### config.mk
export PLATFORM = sky130hd
export DESIGN_NAME = mc_control_fsm
export DESIGN_NICKNAME = d
export VERILOG_FILES = /design/src/rtl/mc_control_fsm.sv
export SDC_FILE = /design/constraint.sdc
export NUM_CORES = 1
export LEC_CHECK = 0
export CAP_MARGIN = 20
export CORE_MARGIN = 3
export CORE_UTILIZATION = 33
export DETAILED_ROUTE_END_ITERATION = 8
export PLACE_DENSITY_LB_ADDON = 0.1
export SYNTH_ARGS = -nofsm -noshare
export SYNTH_HDL_FRONTEND = slang
export SYNTH_SLANG_ARGS = --single-unit
### constraint.sdc
create_clock -name clk -period 1.2 [get_ports clk]
set_clock_uncertainty 0.15 [all_clocks]
set_input_delay 0.18 -clock clk [delete_from_list [all_inputs] [get_ports clk]]
set_output_delay 0.18 -clock clk [all_outputs]
set_load 0.01 [all_outputs]
### src/rtl/mc_control_fsm.sv
// mc_control_fsm
//  Moore sequencer for a multi-cycle datapath. Steps each instruction through
//  FETCH/DECODE/EXEC/MEM/WB style states and decodes every datapath enable from the
//  current state.
// Ports
//  clk, reset            : rising-edge clock, asynchronous active-high reset (forces FETCH)
//  opcode                : IR[31:26], held by the IR for the whole instruction
//  mem_ready             : memory completes the current access this cycle
//  PCWrite, PCWriteCond  : PC load (unconditional / if ALU zero)
//  IorD, MemRead, MemWrite, IRWrite : memory interface controls
//  MemtoReg, RegDst, RegWrite       : regfile write controls
//  ALUSrcA, ALUSrcB, ALUOp, PCSource : ALU and PC mux selects
//  state                 : current state code (debug)
//  illegal_op            : one-cycle pulse in DECODE on an unsupported opcode
module mc_control_fsm #(
  parameter logic [5:0] OP_RTYPE = 6'h00,
  parameter logic [5:0] OP_LW    = 6'h23,
  parameter logic [5:0] OP_SW    = 6'h2B,
  parameter logic [5:0] OP_BEQ   = 6'h04,
  parameter logic [5:0] OP_J     = 6'h02,
  parameter logic [5:0] OP_ADDI  = 6'h08
) (
  input  logic       clk,
  input  logic       reset,
  input  logic [5:0] opcode,
  input  logic       mem_ready,
  output logic       PCWrite,
  output logic       PCWriteCond,
  output logic       IorD,
  output logic       MemRead,
  output logic       MemWrite,
  output logic       IRWrite,
  output logic       MemtoReg,
  output logic       RegDst,
  output logic       RegWrite,
  output logic       ALUSrcA,
  output logic [1:0] ALUSrcB,
  output logic [1:0] ALUOp,
  output logic [1:0] PCSource,
  output logic [3:0] state,
  output logic       illegal_op
);

  typedef enum logic [3:0] {
    StFetch  = 4'd0,
    StDecode = 4'd1,
    StMemAdr = 4'd2,
    StMemRd  = 4'd3,
    StMemWb  = 4'd4,
    StMemWr  = 4'd5,
    StExec   = 4'd6,
    StRwb    = 4'd7,
    StBranch = 4'd8,
    StJump   = 4'd9,
    StAddiEx = 4'd10,
    StAddiWb = 4'd11
  } state_t;

  state_t state_q;

  always_ff @(posedge clk or posedge reset) begin
    if (reset) begin
      state_q <= StFetch;
    end else begin
      case (state_q)
        StFetch:  if (mem_ready) state_q <= StDecode;
        StDecode: begin
          if (opcode == OP_LW || opcode == OP_SW) state_q <= StMemAdr;
          else if (opcode == OP_RTYPE)            state_q <= StExec;
          else if (opcode == OP_BEQ)              state_q <= StBranch;
          else if (opcode == OP_J)                state_q <= StJump;
          else if (opcode == OP_ADDI)             state_q <= StAddiEx;
          else                                    state_q <= StFetch;
        end
        // Only LW and SW reach MEMADR, so anything that is not LW is a store.
        StMemAdr: state_q <= (opcode == OP_LW) ? StMemRd : StMemWr;
        StMemRd:  if (mem_ready) state_q <= StMemWb;
        StMemWb:  state_q <= StFetch;
        StMemWr:  if (mem_ready) state_q <= StFetch;
        StExec:   state_q <= StRwb;
        StRwb:    state_q <= StFetch;
        StBranch: state_q <= StFetch;
        StJump:   state_q <= StFetch;
        StAddiEx: state_q <= StAddiWb;
        StAddiWb: state_q <= StFetch;
        // Unused codes 12-15 recover to FETCH.
        default:  state_q <= StFetch;
      endcase
    end
  end

  logic op_known;
  assign op_known = (opcode == OP_RTYPE) || (opcode == OP_LW) || (opcode == OP_SW) ||
                    (opcode == OP_BEQ)   || (opcode == OP_J)  || (opcode == OP_ADDI);

  always_comb begin
    PCWrite     = 1'b0;
    PCWriteCond = 1'b0;
    IorD        = 1'b0;
    MemRead     = 1'b0;
    MemWrite    = 1'b0;
    IRWrite     = 1'b0;
    MemtoReg    = 1'b0;
    RegDst      = 1'b0;
    RegWrite    = 1'b0;
    ALUSrcA     = 1'b0;
    ALUSrcB     = 2'd0;
    ALUOp       = 2'd0;
    PCSource    = 2'd0;
    illegal_op  = 1'b0;
    case (state_q)
      StFetch: begin
        MemRead = 1'b1;
        ALUSrcB = 2'd1;
        // PC and IR load on the cycle the fetch completes; held off during reset.
        IRWrite = mem_ready & ~reset;
        PCWrite = mem_ready & ~reset;
      end
      StDecode: begin
        ALUSrcB    = 2'd3;
        illegal_op = ~op_known;
      end
      StMemAdr: begin
        ALUSrcA = 1'b1;
        ALUSrcB = 2'd2;
      end
      StMemRd: begin
        MemRead = 1'b1;
        IorD    = 1'b1;
      end
      StMemWb: begin
        RegWrite = 1'b1;
        MemtoReg = 1'b1;
      end
      StMemWr: begin
        MemWrite = 1'b1;
        IorD     = 1'b1;
      end
      StExec: begin
        ALUSrcA = 1'b1;
        ALUOp   = 2'd2;
      end
      StRwb: begin
        RegWrite = 1'b1;
        RegDst   = 1'b1;
      end
      StBranch: begin
        ALUSrcA     = 1'b1;
        ALUOp       = 2'd1;
        PCWriteCond = 1'b1;
        PCSource    = 2'd1;
      end
      StJump: begin
        PCWrite  = 1'b1;
        PCSource = 2'd2;
      end
      StAddiEx: begin
        ALUSrcA = 1'b1;
        ALUSrcB = 2'd2;
      end
      StAddiWb: begin
        RegWrite = 1'b1;
      end
      default: ;
    endcase
  end

  assign state = state_q;

endmodule

==> results of run 1 <==
[logic make-up after synthesis]
group                     synth area share [%]
AOI/OAI and AO/OA                         27.3
xor gates and xnor gates                  4.98
buffers and inverters                     11.6
DFF                                       19.0
and+or+nand+nor                           37.2
[through the flow]
step	cells	setup WS, ns
after floorplan	77	-0.224
after global placement	150	-0.862
after detailed placement	150	-0.908
==> out/qor.yml, run 1 <==
clock_network:
  holdBufCountCts: 0
  tritoncts_sink_count: 4
  root_buffer: "sky130_fd_sc_hd__clkbuf_4"
  post_cts_resize_count: 143
  post_cts.repair.setup_buffers: 14
  ctsHtreeMaxLevel: 1
  clockBufferDepth: 2
  cts_made_buffers: 3
placed_design:
  place_congestion: 0.933
  placement.cell_area_mm2: 0.00115
  numPortBuffers: 29
  dp.final_hpwl_um: 1730
run_status:
  status: "aborted with a tool error"
  error_message: "[ERROR DPL-0033] detailed placement checks failed during check placement."
  haltStage: "4_1_cts"
synthesis:
  synth-main-ff-cell: "sky130_fd_sc_hd__dfrtp_1"
  synthesis.nets: 86
  synth-edff-count: 0
  number_of_storage_elements_in_the_synthesis_netlist: 4
  synthCells: 77
  ys_async_sr_fraction_pct: 100
  post_synth_num_cell_types: 29
  synth.top_cells.by_area: "sky130_fd_sc_hd__dfrtp_1 (19%), sky130_fd_sc_hd__nor3_1 (10%), sky130_fd_sc_hd__nor2_1 (7.8%)"
  yosysSeqAreaShare_pct: 19.0
  synthesis.area_um2: 528
  post-synth-top-area-cell: "sky130_fd_sc_hd__dfrtp_1"
  post_synth.cell_area_avg_um2: 6.86
  synthesis.yosys.warnings: 0
  fraction_of_post_synthesis_cell_area_in_the_top_cell_type_by_area_pct: 19.0
  top_cell_types_by_occurrence_after_synthesis: "sky130_fd_sc_hd__nor2_1 (11), sky130_fd_sc_hd__nor3_1 (11), sky130_fd_sc_hd__nand2_1 (5)"
floorplanning:
  effective_utilization_at_floorplan_pct: 37.7
  io_pins: 30
  fp.dieH_um: 46
  chip_width_um: 46
  num_rows: 13
==> run 2, diff against run 1 <==
Settings changed: CORE_AREA from default to 3 3 64 66, CORE_MARGIN 3 to default, CORE_UTILIZATION 33 to default, DIE_AREA from default to 0 0 67 69, PLACE_DENSITY_LB_ADDON 0.1 to 0.15.
Clock period 1.2 ns to 1.55 ns, I/O delays scaled along.
==> run 2 against run 1 <==
Net effect:
- the flow now finishes, with violations (setup timing)
- synthesized cell count stayed put
- area after synthesis unchanged
==> out/qor.yml, run 2 <==
cells_and_area:
  syn_to_final_growth_pct: 194
  final_area_mm2: 0.00155
  largest_register_ff_count: 4
  num-fill-cells: 382
  layout_cell_share_with_drive_strength_beyond_1_pct: 74.8
  finalNonFillerCells: 207
  finalNetCount: 170
  most-common-layout-cells: "sky130_fd_sc_hd__buf_4 (33), sky130_fd_sc_hd__buf_6 (31), sky130_fd_sc_hd__buf_2 (12)"
  finalCoreUtilization_pct: 42.8
  diodes: 0
  most_frequent_standard_cell_in_the_layout_excluding_fill_and_tap_cells: "sky130_fd_sc_hd__buf_4"
sta:
  finalWorstSetupSlack_ns: -0.204
  final.hold.worst_slack_ns: 0.147
  final.setup.tns_ns: -2.36
  finalSetupViolations: 22
  clock.fmax_ghz: 0.570
  finalHoldViolations: 0
  slew_headroom_pct: 79.2
  min_period_over_period_pct: 113
  post-route-min-period_ns: 1.75
  rsz0062_at_grt: "yes"
  final_max_slew_viol_count: 0
  worstMarginPinSlew_ns: 0.309
global_route:
  grt_max_degree: 10
  remaining_overflow_grt: 0
  grt_usage_pct: 11.0
  grt_pass1_wl_um: 4000
  grt_pass1_vias: 887
  antenna_found_initial: 0
worst_setup_path:
  worstRegToRegCells: 8
  r2r-end: "state[2]$_DFFE_PP0P_"
  timing.reg2reg.setup_slack_ns: -0.10
  crit_type: "reg2out"
  start_kind: "flip-flop"
  r2r-start: "state[1]$_DFFE_PP0P_"
  worst_setup_path_startpoint: "state[1]$_DFFE_PP0P_"
  critical_path_peak_fanout: 4
  critical_path_data_arrival_time_ns: 1.37
  crit_path_end_kind: "primary output"
  cp.required_ns: 1.17
placed_design:
  detailedPlace.worstSlack_ns: -0.624  # +0.284 ns
  placement.cell_area_mm2: 0.00111  # -3.7%
  dp.final_hpwl_um: 1680  # -2.7%
  dp.cells: 182  # +21%
  numPortBuffers: 29  # unchanged
  place_congestion: 0.795  # -15%
synthesis:
  synth.top_cells.by_area: "sky130_fd_sc_hd__dfrtp_1 (19%), sky130_fd_sc_hd__nor3_1 (10%), sky130_fd_sc_hd__nor2_1 (7.8%)"
  post_synth_num_cell_types: 29  # unchanged
  ys_async_sr_fraction_pct: 100  # unchanged
  post-synth-top-area-cell: "sky130_fd_sc_hd__dfrtp_1"
  post_synth.cell_area_avg_um2: 6.86  # unchanged
  synthCells: 77  # unchanged
  synth-edff-count: 0  # unchanged
  synth-main-ff-cell: "sky130_fd_sc_hd__dfrtp_1"
  fraction_of_post_synthesis_cell_area_in_the_top_cell_type_by_area_pct: 19.0  # unchanged
  synthesis.yosys.warnings: 0  # unchanged
  top_cell_types_by_occurrence_after_synthesis: "sky130_fd_sc_hd__nor2_1 (11), sky130_fd_sc_hd__nor3_1 (11), sky130_fd_sc_hd__nand2_1 (5)"
  number_of_storage_elements_in_the_synthesis_netlist: 4  # unchanged
  yosysSeqAreaShare_pct: 19.0  # unchanged
  synthesis.nets: 86  # unchanged
  synthesis.area_um2: 528  # unchanged
power_and_ir_drop:
  p_per_area_mw_per_mm2: 587
  power.static_leakage_nw: 0.715
  power_total_uw: 912
  ir_worst_vdd_mv: 0.226
floorplanning:
  chip_width_um: 67  # +46%
  core_area_mm2: 0.00363
  fp.dieH_um: 69  # +50%
  io_pins: 30  # unchanged
  die-area_mm2: 0.00462
  effective_utilization_at_floorplan_pct: 14.5  # -23 points
  num_rows: 22  # +9
detailed_routing:
  detail-route-antenna-nets: 0
  drt_pass_1_iters: 4
  detail_route.vias_per_cell: 4.26
  dr_total_vias: 881
  totalWireLength_um: 2510
  drt_first_iter_violations: 13
  drc: 0
  wire_per_inst_um: 12.1
worst_hold_path:
  hold_class: "in2async"
run_status:
  violations: "setup timing"
  status: "finished, violations left"
clock_network:
  cts.reportedPaths.clkPinSlew_ns: 0.03
  ctsHtreeMaxLevel: 1  # unchanged
  cts_made_buffers: 3  # unchanged
  clk_latency_ns: 0.22
  root_buffer: "sky130_fd_sc_hd__clkbuf_8"
  clockBufferDepth: 2  # unchanged
  tritoncts_sink_count: 4  # unchanged
  cts_tree: "yes"
  holdBufCountCts: 0  # unchanged
run:
  cap_violations: 0
run 2: power by group:
group          switching (mW)  internal [mW]
Clock                  0.0550          0.166
Combinational           0.253          0.310
Sequential             0.0126          0.115
Total                   0.321          0.591
run 2: how the worst max path moves through the flow:
stage	to	slack [ns]	depth (start not counted)
6_report	ALUSrcB[1]	-0.20	5
5_1_grt	PCWrite	-0.25	6
4_1_cts	MemRead	-0.20	5
3_5_place_dp	illegal_op	-0.62	6
3_3_place_gp	illegal_op	-0.61	6
2_1_floorplan	PCWrite	0.0004	5
run 2: area by class of cell:
class	count	area [µm²]	area share [%]
multi-input cells	62	572	36.8
flip-flops and latches	4	105	6.76
clock buffers	3	41.3	2.66
repair buffers	86	761	49.0
well taps	48	60.1	3.86
inverters	4	15.0	0.966
run 2: what timing repair did:
| action | CTS | global route |
|---|---|---|
| endpoints found under the setup margin | 23 | 23 |
| gates resized for setup | 119 | 47 |
| pin swaps | 14 | 10 |
| buffers inserted | 15 | 8 |
run 2: critical path: stages, from the launching register on:
cell,delay (ns)
sky130_fd_sc_hd__dfrtp_2,0.44
sky130_fd_sc_hd__buf_6,0.14
sky130_fd_sc_hd__buf_6,0.10
sky130_fd_sc_hd__or2_4,0.23
sky130_fd_sc_hd__a21oi_2,0.11
sky130_fd_sc_hd__buf_2,0.14
run 2: cells by family after synthesis:
logic type / after synthesis / share of synthesized area [%]
simple gates: 38 / 37.2
xor+xnor: 3 / 4.98
flops: 4 / 19.0
compound gates: 21 / 27.3
buf+inv: 11 / 11.6
run 2: routing by layer:
metal  part of all wire (%)  GRT usage, %  vias to the layer above  wire, µm
li1                       -             -                      447         -
met1                     40          12.3                      409       994
met2                     56          20.6                       25      1400
met3                    4.8         0.814                        0       120
met4                      0          4.05                        0         0
met5                      0             0                        -         0
No activity file was read; power rests on OpenSTA's default activity.
==> run 3, diff against run 2 <==
Settings changed: HOLD_SLACK_MARGIN from default to 0.06.
==> results of run 3 <==
Final layout, timing and power as in run 2 (identical DEF).
==> run 4, diff against run 3 <==
Settings changed: CAP_MARGIN 20 to default, SKIP_CTS_REPAIR_TIMING from default to 1.
==> run 4 against run 3 <==
Net effect:
- the flow still finishes with violations (setup timing)
- utilization down 5.5 points
- via count down 7.7%
- count of clock-buffer cells in the layout unchanged
- design area down 13%
- critical path depth down 1
- fmax down 1.3%
- final cell count down 6.8%
- highest routed layer unchanged
==> out/qor.yml, run 4 (same netlist as run 2, synthesis figures left out) <==
run_status:
  status: "finished, violations left"
  violations: "setup timing"
worst_setup_path:
  critical_path_data_arrival_time_ns: 1.39  # +0.02 ns
  crit_type: "reg2out"
  start_kind: "flip-flop"
  crit_path_end_kind: "primary output"
  cp.required_ns: 1.17  # about the same
  critical_path_peak_fanout: 7  # +3
sta:
  clock.fmax_ghz: 0.563  # -1.3%
  finalWorstSetupSlack_ns: -0.227  # -0.0231 ns
  min_period_over_period_pct: 115  # +1.5 points
  final_max_slew_viol_count: 0  # unchanged
  slew_headroom_pct: 84.3  # +5.2 points
  finalSetupViolations: 17  # -23%
  worstMarginPinSlew_ns: 0.233  # -0.0763 ns
  post-route-min-period_ns: 1.78  # +0.0231 ns
  final.setup.tns_ns: -2.16  # +0.198 ns
  finalHoldViolations: 0  # unchanged
  rsz0062_at_grt: "yes"
placed_design:
  dp.cells: 182  # unchanged
  dp.final_hpwl_um: 1680  # unchanged
  placement.cell_area_mm2: 0.00111  # unchanged
  numPortBuffers: 29  # unchanged
  place_congestion: 0.795  # unchanged
floorplanning:
  num_rows: 22  # unchanged
  effective_utilization_at_floorplan_pct: 14.5  # unchanged
  io_pins: 30  # unchanged
  fp.dieH_um: 69  # unchanged
  chip_width_um: 67  # unchanged
  core_area_mm2: 0.00363  # unchanged
  die-area_mm2: 0.00462  # unchanged
detailed_routing:
  drt_pass_1_iters: 3  # -1
  wire_per_inst_um: 11.6  # -4.3%
  drc: 0  # unchanged
  drt_first_iter_violations: 8  # -5
  detail_route.vias_per_cell: 4.21  # -1.0%
  totalWireLength_um: 2240  # -11%
  detail-route-antenna-nets: 0  # unchanged
  dr_total_vias: 813  # -7.7%
cells_and_area:
  final_area_mm2: 0.00136  # -13%
  largest_register_ff_count: 4  # unchanged
  most-common-layout-cells: "sky130_fd_sc_hd__buf_4 (37), sky130_fd_sc_hd__buf_2 (11), sky130_fd_sc_hd__dlymetal6s2s_1 (10)"
  diodes: 0  # unchanged
  num-fill-cells: 410  # +7.3%
  finalCoreUtilization_pct: 37.3  # -5.5 points
  finalNetCount: 156  # -8.2%
  finalNonFillerCells: 193  # -6.8%
  layout_cell_share_with_drive_strength_beyond_1_pct: 66.9  # -7.9 points
  syn_to_final_growth_pct: 157
  most_frequent_standard_cell_in_the_layout_excluding_fill_and_tap_cells: "sky130_fd_sc_hd__buf_4"
clock_network:
  ctsHtreeMaxLevel: 1  # unchanged
  cts_made_buffers: 3  # unchanged
  cts.reportedPaths.clkPinSlew_ns: 0.03  # about the same
  cts_tree: "yes"
  clockBufferDepth: 2  # unchanged
  clk_latency_ns: 0.21  # about the same
  root_buffer: "sky130_fd_sc_hd__clkbuf_8"
  tritoncts_sink_count: 4  # unchanged
power_and_ir_drop:
  p_per_area_mw_per_mm2: 630  # +7.4%
  ir_worst_vdd_mv: 0.276  # +22%
  power.static_leakage_nw: 0.714  # -0.19%
  power_total_uw: 854  # -6.4%
global_route:
  remaining_overflow_grt: 0  # unchanged
  grt_pass1_vias: 768  # -13%
  grt_usage_pct: 9.25  # -1.7 points
  grt_max_degree: 10  # unchanged
  grt_pass1_wl_um: 3360  # -16%
  antenna_found_initial: 0  # unchanged
run:
  cap_violations: 0  # unchanged
worst_hold_path:
  hold_class: "in2async"
==> run 4: per-layer routing <==
metal | wire length (µm) | up-vias | track usage, %
li1 | - | 416 | -
met1 | 1010 | 376 | 11.3
met2 | 1120 | 21 | 16.0
met3 | 107 | 0 | 0.651
met4 | 0 | 0 | 4.05
met5 | 0 | - | 0
==> run 4: area by class of cell <==
cell class	count	area [µm²]	share of cell area (%)
Multi-Input combinational cell	62	518	38.2
Clock buffer	3	41.3	3.05
Tap cell	48	60.1	4.43
Sequential cell	4	105	7.76
Inverter	4	15.0	1.11
Timing Repair Buffer	72	616	45.4
==> run 4: where the power goes <==
group | internal, mW | switching [mW]
logic | 0.281 | 0.219
clock network | 0.165 | 0.0514
registers | 0.115 | 0.0226
total | 0.561 | 0.293
==> run 4: metrics by stage <==
stage | hold WS (ns) | worst slack [ns]
after global placement | 0.349 | -0.613
final | 0.110 | -0.227
after detailed placement | 0.344 | -0.624
after floorplan | -0.151 | 0.000431
after global routing | 0.167 | -0.283
after CTS | 0.122 | -0.699
==> run 4: worst paths after layout <==
| check | slack, ns | depth (start not counted) | end | from |
|---|---|---|---|---|
| worst min-delay path | 0.11 | 2 | state[1]$_DFFE_PP0P_ | reset |
| min in group clk | 0.45 | 5 | state[2]$_DFFE_PP0P_ | opcode[3] |
| worst max-delay path | -0.23 | 4 | RegWrite | state[2]$_DFFE_PP0P_ |
| max in group asynchronous | 0.98 | 2 | state[0]$_DFFE_PP0P_ | reset |
| worst max register to register | 0.03 | 7 | state[2]$_DFFE_PP0P_ | state[2]$_DFFE_PP0P_ |
| worst min register to register | 0.56 | 2 | state[2]$_DFFE_PP0P_ | state[3]$_DFFE_PP0P_ |
==> run 4: critical path: stages, from the launching register on <==
cell and delay, ns:
sky130_fd_sc_hd__dfrtp_2 0.47, sky130_fd_sc_hd__buf_4 0.16, sky130_fd_sc_hd__xor2_1 0.15, sky130_fd_sc_hd__a31o_2 0.23
sky130_fd_sc_hd__dlymetal6s2s_1 0.16
